## src/rtl/core_types_pkg.sv

```systemverilog
// Shared core type definitions: physical-register geometry and the PRF read
// request type used between the issue queues and the PRF read arbiter.
package core_types_pkg;

  // Physical register file geometry
  localparam int LOG_PR_COUNT       = 7;
  localparam int PRF_BANK_COUNT     = 4;
  localparam int LOG_PRF_BANK_COUNT = 2;

  // Width of the bank-local register index sent to a bank
  localparam int UPPER_PR_WIDTH = LOG_PR_COUNT - LOG_PRF_BANK_COUNT;

  // One PR read request as seen by a bank arbiter
  typedef struct packed {
    logic                    valid;
    logic [LOG_PR_COUNT-1:0] PR;
  } prf_rd_req_t;

  // Bank that holds a given PR (low-order interleave)
  function automatic logic [LOG_PRF_BANK_COUNT-1:0] pr_bank(input logic [LOG_PR_COUNT-1:0] pr);
    return pr[LOG_PRF_BANK_COUNT-1:0];
  endfunction

  // Row within the bank for a given PR
  function automatic logic [UPPER_PR_WIDTH-1:0] pr_upper(input logic [LOG_PR_COUNT-1:0] pr);
    return pr[LOG_PR_COUNT-1:LOG_PRF_BANK_COUNT];
  endfunction

endpackage

```

## src/rtl/rr_pick_one.sv

```systemverilog
// Round-robin single-winner picker: returns the first set request bit found
// scanning upward from ptr_i with wrap, as a one-hot grant plus its index.
module rr_pick_one #(
  parameter int WIDTH     = 4,
  parameter int LOG_WIDTH = $clog2(WIDTH)
) (
  input  logic [WIDTH-1:0]     req_i,
  input  logic [LOG_WIDTH-1:0] ptr_i,
  output logic [WIDTH-1:0]     gnt_o,
  output logic [LOG_WIDTH-1:0] idx_o,
  output logic                 any_o
);

  // Scan requesters in rotated order and keep the first hit
  always_comb begin : pick
    int                   pos;
    logic [LOG_WIDTH-1:0] sel;
    // NOTE: every output gets a default before the loop so no path leaves it unassigned (no latch).
    gnt_o = '0;
    idx_o = '0;
    any_o = 1'b0;
    pos   = 0;
    sel   = '0;
    for (int k = 0; k < WIDTH; k++) begin
      pos = int'(ptr_i) + k;
      if (pos >= WIDTH) begin
        pos = pos - WIDTH;
      end
      sel = LOG_WIDTH'(pos);
      if (!any_o && req_i[sel]) begin
        any_o      = 1'b1;
        gnt_o[sel] = 1'b1;
        idx_o      = sel;
      end
    end
  end

endmodule

```

## src/rtl/prf_read_arbiter.sv

```systemverilog
// PRF read arbiter: shares the banked PRF read ports among the issue queues.
// Each requester has a one-entry pending buffer; each bank runs its own
// round-robin pick; grants are registered into the bank-side read request.
module prf_read_arbiter
  import core_types_pkg::*;
#(
  parameter int REQUESTER_COUNT     = 4,
  parameter int LOG_REQUESTER_COUNT = $clog2(REQUESTER_COUNT)
) (
  input  logic                                               CLK,
  input  logic                                               RST,
  input  logic [REQUESTER_COUNT-1:0]                         req_valid_by_rq,
  input  logic [REQUESTER_COUNT-1:0][LOG_PR_COUNT-1:0]       req_PR_by_rq,
  output logic [REQUESTER_COUNT-1:0]                         req_ready_by_rq,
  input  logic [PRF_BANK_COUNT-1:0]                          bank_ready_by_bank,
  input  logic                                               flush,
  output logic [PRF_BANK_COUNT-1:0]                          bank_read_valid_by_bank,
  output logic [PRF_BANK_COUNT-1:0][UPPER_PR_WIDTH-1:0]      bank_read_upper_PR_by_bank,
  output logic [PRF_BANK_COUNT-1:0][LOG_REQUESTER_COUNT-1:0] bank_read_rq_by_bank
);

  // Pending buffers, one per requester
  logic [REQUESTER_COUNT-1:0]                   buf_valid_q, buf_valid_d;
  logic [REQUESTER_COUNT-1:0][LOG_PR_COUNT-1:0] buf_pr_q, buf_pr_d;

  // Round-robin pointer per bank
  logic [PRF_BANK_COUNT-1:0][LOG_REQUESTER_COUNT-1:0] rr_ptr_q, rr_ptr_d;

  // Registered bank-side read requests
  logic [PRF_BANK_COUNT-1:0]                          rd_valid_q, rd_valid_d;
  logic [PRF_BANK_COUNT-1:0][UPPER_PR_WIDTH-1:0]      rd_upper_q, rd_upper_d;
  logic [PRF_BANK_COUNT-1:0][LOG_REQUESTER_COUNT-1:0] rd_rq_q, rd_rq_d;

  // Per-cycle arbitration signals
  prf_rd_req_t [REQUESTER_COUNT-1:0]                  cand;
  logic [REQUESTER_COUNT-1:0]                         cand_granted;
  logic [PRF_BANK_COUNT-1:0][REQUESTER_COUNT-1:0]     bank_req;
  logic [PRF_BANK_COUNT-1:0][REQUESTER_COUNT-1:0]     bank_gnt;
  logic [PRF_BANK_COUNT-1:0][LOG_REQUESTER_COUNT-1:0] bank_idx;
  logic [PRF_BANK_COUNT-1:0]                          bank_any;

  // Ready depends only on buffer state, never on this cycle's req_valid
  assign req_ready_by_rq = ~buf_valid_q;

  assign bank_read_valid_by_bank    = rd_valid_q;
  assign bank_read_upper_PR_by_bank = rd_upper_q;
  assign bank_read_rq_by_bank       = rd_rq_q;

  // Candidate per requester: buffered entry wins over the (ignored) incoming req
  always_comb begin
    cand = '0;
    for (int r = 0; r < REQUESTER_COUNT; r++) begin
      cand[r].valid = buf_valid_q[r] | req_valid_by_rq[r];
      cand[r].PR    = buf_valid_q[r] ? buf_pr_q[r] : req_PR_by_rq[r];
    end
  end

  // Route each candidate to the request vector of its target bank
  always_comb begin
    bank_req = '0;
    for (int b = 0; b < PRF_BANK_COUNT; b++) begin
      for (int r = 0; r < REQUESTER_COUNT; r++) begin
        bank_req[b][r] = cand[r].valid
                       && (pr_bank(cand[r].PR) == LOG_PRF_BANK_COUNT'(b))
                       && bank_ready_by_bank[b]
                       && !flush;
      end
    end
  end

  genvar gb;
  generate
    for (gb = 0; gb < PRF_BANK_COUNT; gb++) begin : g_bank
      rr_pick_one #(
        .WIDTH     (REQUESTER_COUNT),
        .LOG_WIDTH (LOG_REQUESTER_COUNT)
      ) u_pick (
        .req_i (bank_req[gb]),
        .ptr_i (rr_ptr_q[gb]),
        .gnt_o (bank_gnt[gb]),
        .idx_o (bank_idx[gb]),
        .any_o (bank_any[gb])
      );
    end
  endgenerate

  // Collect winners, advance pointers past each winner, form the next bank reads
  always_comb begin
    cand_granted = '0;
    rr_ptr_d     = rr_ptr_q;
    rd_valid_d   = '0;
    rd_upper_d   = '0;
    rd_rq_d      = '0;
    for (int b = 0; b < PRF_BANK_COUNT; b++) begin
      cand_granted = cand_granted | bank_gnt[b];
      if (bank_any[b]) begin
        rr_ptr_d[b]   = (bank_idx[b] == LOG_REQUESTER_COUNT'(REQUESTER_COUNT - 1))
                        ? '0 : bank_idx[b] + LOG_REQUESTER_COUNT'(1);
        rd_valid_d[b] = 1'b1;
        rd_upper_d[b] = pr_upper(cand[bank_idx[b]].PR);
        rd_rq_d[b]    = bank_idx[b];
      end
    end
  end

  // Losers are parked in (or stay in) their buffer; winners free it; flush empties all
  always_comb begin
    buf_valid_d = buf_valid_q;
    buf_pr_d    = buf_pr_q;
    if (flush) begin
      buf_valid_d = '0;
    end else begin
      for (int r = 0; r < REQUESTER_COUNT; r++) begin
        if (cand_granted[r]) begin
          buf_valid_d[r] = 1'b0;
        end else if (cand[r].valid) begin
          buf_valid_d[r] = 1'b1;
          buf_pr_d[r]    = cand[r].PR;
        end
      end
    end
  end

  // State registers; reset discards buffered and in-flight requests
  always_ff @(posedge CLK or posedge RST) begin
    if (RST) begin
      // NOTE: the buffer PR payload is reset too; it is tiny and keeps outputs deterministic after reset.
      buf_valid_q <= '0;
      buf_pr_q    <= '0;
      rr_ptr_q    <= '0;
      rd_valid_q  <= '0;
      rd_upper_q  <= '0;
      rd_rq_q     <= '0;
    end else begin
      // NOTE: non-blocking assignments so every register samples pre-edge values.
      buf_valid_q <= buf_valid_d;
      buf_pr_q    <= buf_pr_d;
      rr_ptr_q    <= rr_ptr_d;
      rd_valid_q  <= rd_valid_d;
      rd_upper_q  <= rd_upper_d;
      rd_rq_q     <= rd_rq_d;
    end
  end

endmodule
```

## config.mk

```make
export PLATFORM = sky130hd
export DESIGN_NAME = prf_read_arbiter
export DESIGN_NICKNAME = d
export VERILOG_FILES = /design/src/rtl/core_types_pkg.sv /design/src/rtl/rr_pick_one.sv /design/src/rtl/prf_read_arbiter.sv
export SDC_FILE = /design/constraint.sdc
export NUM_CORES = 1
export LEC_CHECK = 0
export BUFFER_PORTS_ARGS = -buffer_cell sky130_fd_sc_hd__buf_2
export CAP_MARGIN = 20
export CORE_MARGIN = 5
export CORE_UTILIZATION = 44
export DETAILED_ROUTE_END_ITERATION = 10
export PLACE_DENSITY_LB_ADDON = 0.15
export SLEW_MARGIN = 30
export SYNTH_ARGS = -nofsm -noshare
export SYNTH_HDL_FRONTEND = slang
export SYNTH_HIERARCHICAL = 1
export SYNTH_SLANG_ARGS = --single-unit
export TNS_END_PERCENT = 100
```

## constraint.sdc

```tcl
create_clock -name CLK -period 4.15 [get_ports CLK]
set_input_delay 0.2075 -clock CLK [delete_from_list [all_inputs] [get_ports CLK]]
set_output_delay 0.2075 -clock CLK [all_outputs]
set_load 0.01 [all_outputs]
```

[Yosys cells after proc, flatten, opt, wreduce, memory -nomap -nowiden]
Index checks and enable logic that the tools add are counted.
Word-level totals
  logic and storage cells: 412
  bits of input ports: 39
  output and inout bits: 36
  flip-flop bits (word level): 72
Cells by class
  equality and inequality tests: 16
  $add $sub $neg: 32
  $lt $le $gt $ge: 52
  reductions and logical operators: 101
  muxes and demuxes: 165
  bitwise operators: 25
Operator list (number)
  two-way mux 2 bit: 40
  logical AND 1 bit: 76
  two-way mux 4 bit: 17
  binary-select mux 8 bit (select 2 bit): 4
  < comparator 2 x 3 -> 1 bit (second input constant): 20
  two-way mux 1 bit: 60
  OR 4 bit: 15
  two-way mux 7 bit: 8
  >= comparator 3 bit (second input constant): 12
  binary-select mux 1 bit (select 2 bit): 16
  demux 1 bit (select 2 bit): 16
  >= comparator 2 x 1 -> 1 bit (second input constant): 16
  subtractor 2 x 1 -> 2 bit (second input constant): 16
  adder 2 x 2 -> 3 bit (second input constant): 8
  equality test 2 bit (second input constant): 12
  two-way mux 5 bit: 4
  logical NOT 1 bit: 13
  adder 2 x 1 -> 3 bit (second input constant): 4
  >= comparator 2 x 3 -> 1 bit (second input constant): 4
  AND reduction 3 bit: 4
  nonzero test 3 bit: 4
  adder 2 x 1 -> 2 bit (second input constant): 4
  equality test 2 x 1 -> 1 bit (second input constant): 4
  logical NOT 2 bit: 4
  other kinds (3): 10

[Depth between registers and ports, before layout]
  word-level depth: 22
  depth in mapped cells: 12
  gate-level depth less buffers: 10

[Cells and area by module]
Netlist, hierarchy kept.
By module, submodules not included
  prf_read_arbiter: times used 1, cells an instance 313, area an instance 3564.7 um^2, seq. area each 1801.7 um^2
  rr_pick_one: times used 4, cells an instance 45, area an instance 421.7 um^2, seq. area each 0.0 um^2

[Worst setup path after synthesis]
Ideal clock, no wire load.
  path kind: reg-to-reg
  start: reg buf_valid_q[0]
  end: reg buf_pr_q[0] in the netlist's numbering
  arrival time: 3.494 ns
  cell stages (with the launch flop): 11
  period minus slack after synthesis: 3.619 ns
  buffers on the path: 1
  path slack: 0.531 ns
  cell sequence: dfrtp_1 clkbuf_1 mux2_2 and3_1 mux4_1 and2b_2 a22oi_1 o21ai_0 or4_1 nor4_4 mux2_2
RTL lines
  start, declared: line prf_read_arbiter.sv:23  | logic [REQUESTER_COUNT-1:0] buf_valid_q, buf_valid_d;
  start signal, assigned: line prf_read_arbiter.sv:136  | buf_valid_q <= buf_valid_d;
  end signal, assigned: line prf_read_arbiter.sv:137  | buf_pr_q <= buf_pr_d;
  end, declared: line prf_read_arbiter.sv:24  | logic [REQUESTER_COUNT-1:0][LOG_PR_COUNT-1:0] buf_pr_q, buf_pr_d;

==> results.md <==
- Post-Syn Area per Cell: 10.65 µm²
- Final Non-Filler Cells: 722
- Vias per cell: 6.064
- Max Slew Vio Count: 0
- DP Wirelength: roughly 11 mm
- RSZ-0062 raised after global routing: false
- Crit start category: register
- CTS max path bufs: 2
- CP top delay family: simple AND/OR/NAND/NOR gates
- Hold Fails Final Rpt: 0
- Post-synth ARST share: 100.0%
- Number of synthesized register bits: between 70 and 80
- Final Skew: 6.520 ps
- Placed Area: 5749 µm²
- Die Height: 119.2 µm
- Compound-Gate Fraction of Synth Area: 14.32%
- Num CTS Buffers: 9
- Total congestion overflow: 0
- Post-layout util: 50.78%
- Final setup fails: 0
- Antenna violations before repair: 0
- Ratio of cells with drive above 1 in the final layout: between 30% and 40%
- Predominant post-synthesis flop cell: dfrtp_1
- Port buffer count: 74
- Fmax: 257.2 MHz
- # nets final: approximately 630
- Ant. Diodes: 0
- CTS tree: built
- Slowest cell delay on critical path: around 600 ps
- Net Count, Synth: 556
- Measured slew at the worst slew-check pin: approximately 800 ps
- DR iter-0 viols: 443
- Simple-Gate Fraction of Synth Area: around 18%
- DRT Wirelength: between 10 and 15 mm
- CP endpoint kind: register
- Drt first pass iters: 6
- Area growth syn-to-layout: 14.70%
- Cell Chain, Critical Path: nand3b_1 > a21oi_1 > and3_1 > mux4_2 > and2b_2 > a22oi_1 > o21ai_0 > or4_1 > nor4_4 > mux2_2
- Cells after synthesis: roughly 490
- Root Buffer: clkbuf_16
- Synth warn: 6
- Combinational power share: a little under half
- Via total after detailed routing: around 4.4k
- Sw Share: between 30 and 40%
- Global-route wire length before repair: roughly 22 mm
- Xor/xnor share of the synthesized area: 0%
- Slew headroom: a little under half
- Antenna viol nets, final: 0
- Drt wl/cell: ~20 µm
- Total power: roughly 3.5 mW
- CORE AREA: about 12000 µm²
- Fin crit period: a little under 4000 ps
- Final TNS setup: 0 ps
- Hold slack: between 9 and 10 ps
- Commonest non-fill, non-tap cell in the layout: buf_2
- Row count: 40
- Status: completed
- Number of H-tree levels: 3
- CTS resizes: 0
- Crit path buf inv count: 0
- Pint: 2.141 mW
- Clk sinks: 72
- Setup ws final: roughly 260 ps
- Hold Buf Count CTS: 0
- Largest fanout on the critical path: 13
- Clock slew at reported path FFs: ~50 ps
- Die ar.: approximately 14000 µm²
- CP required: around 4400 ps
- RePlAce Congestion: between 0.8 and 0.9
- Pre-CTS WS: between 200 and 300 ps
- Post-synth EDFFs: 0
- Hold Path Class: input port to asynchronous set/reset pin
- Psw: approximately 1.4 mW
- Cell area after synthesis: roughly 5300 µm²
- GRT Overall Usage: 19.92%
- Largest net degree at the start of global routing: 39
- Post-CTS Setup Inserts: 0
- Pwr per Cell Area: a little under 600 nW/µm²
- Crit path DAT: 4120 ps
- Multiplexer area fraction after synthesis: 23.45%
- Worst vdd ir: between 0.3 and 0.4 mV
- IO Pins: 75
- Sequential power share: about a third
- Lkg Pwr: roughly 2.8 nW
- Unique masters post-synth: 35
- Final instance area: 6023 µm²
- Drt drc: 0
- Critical Path Slowest Stage Cell: or4_1
- Initial core utilization: 44.27%
- Final period util: a little over nine tenths
- Adder-Cell Fraction of Synth Area: roughly 5.7%
- Seq/Total Area, Yosys: about a third
- Clock Power Share: approximately 20%
- CP Class: register to register
- Max-Cap Viols: 0
- Main combinational cell family by area after synthesis: multiplexers
- Placed Instances: around 710
- Number of global-route vias before repair: 4170
- Commonest non-fill, non-tap cells in the layout: buf_2, dfrtp_1, mux2_2, nor2_1, o21ai_0
- Die Width: 119.2 µm
- Worst-Skew Late Latency: between 300 and 400 ps
[power by group through the flow]
stage / logic [mW] / registers, mW / clock network, mW
floorplan: 1.19 / 1.15 / 0
global placement: 1.63 / 1.13 / 0
detailed placement: 1.67 / 1.14 / 0
CTS: 1.67 / 1.13 / 0.741
global route: 1.84 / 1.16 / 0.767
finish: 1.69 / 1.13 / 0.722
[registers in the layout, indices dropped and copies added (netlist names)]
name and flops:
bank_read_rq_by_bank 8, bank_read_upper_PR_by_bank 20, buf_valid_q 4, bank_read_valid_by_bank 4, buf_pr_q 28, rr_ptr_q 8
[worst register-to-register path, stage by stage, from the launching register on]
cell	delay (ps)
dfrtp_1	560
nand3b_1	250
a21oi_1	320
and3_1	320
mux4_2	430
and2b_2	290
a22oi_1	130
o21ai_0	100
or4_1	600
nor4_4	390
mux2_2	390
[cells in the mapped netlist, types with 5 or more instances]
master     n  area, µm²
a22oi_1   32      240.2
nor2b_1    6      37.54
mux4_1     8      210.2
o21ai_0   40      200.2
nor3_1    28      140.1
o22ai_1   20      125.1
nand2_1    8      30.03
and2_1     8      50.05
a21oi_1    5      25.02
dfrtp_1   72       1802
inv_1     17      63.81
clkbuf_1   8      30.03
mux2_2    63      709.4
nand2b_1  17      106.4
mux2i_1   12      120.1
buf_6      9      101.4
and3_1    16      100.1
ha_1      24      300.3
mux4_2     8      180.2
nor2_1    43      161.4
[final timing paths]
kind,from,endpoint,slack (ps),cells after the start
worst max-delay path,buf_valid_q[3]$_DFFE_PP0P_,buf_pr_q[4]$_DFFE_PP0P_,260,10
worst min-delay path,RST,buf_pr_q[20]$_DFFE_PP0P_,10,2
worst max register to register,buf_valid_q[3]$_DFFE_PP0P_,buf_pr_q[4]$_DFFE_PP0P_,260,10
worst min register to register,buf_pr_q[9]$_DFFE_PP0P_,buf_pr_q[9]$_DFFE_PP0P_,490,1
max in group asynchronous,RST,bank_read_rq_by_bank[3]$_DFF_PP0_,3160,3
min in group CLK,req_PR_by_rq[9],buf_pr_q[9]$_DFFE_PP0P_,110,2
[metal layers]
layer	vias up	GRT usage (%)	share of wire (%)
li1	2036	-	-
met1	2104	26.43	44
met2	207	31.86	47
met3	31	5.793	8.4
met4	0	5.358	1.4
met5	-	0	0
[cells by family after synthesis]
group	count (synthesis)
AOI/OAI and AO/OA	116
adders and majority gates	24
buffers and inverters	34
DFF	72
muxes	92
and+or+nand+nor	155
[area by class of cell]
type                            instances  area (µm²)
Fill cell                            1081        5838
Timing Repair Buffer                   84       445.4
Tap cell                              147       183.9
Sequential cell                        72        1802
Clock inverter                          3       17.52
Clock buffer                           12       256.5
Multi-Input combinational cell        387        3254
Inverter                               17       63.81
Note: power is estimated with default switching activity, not from simulation.
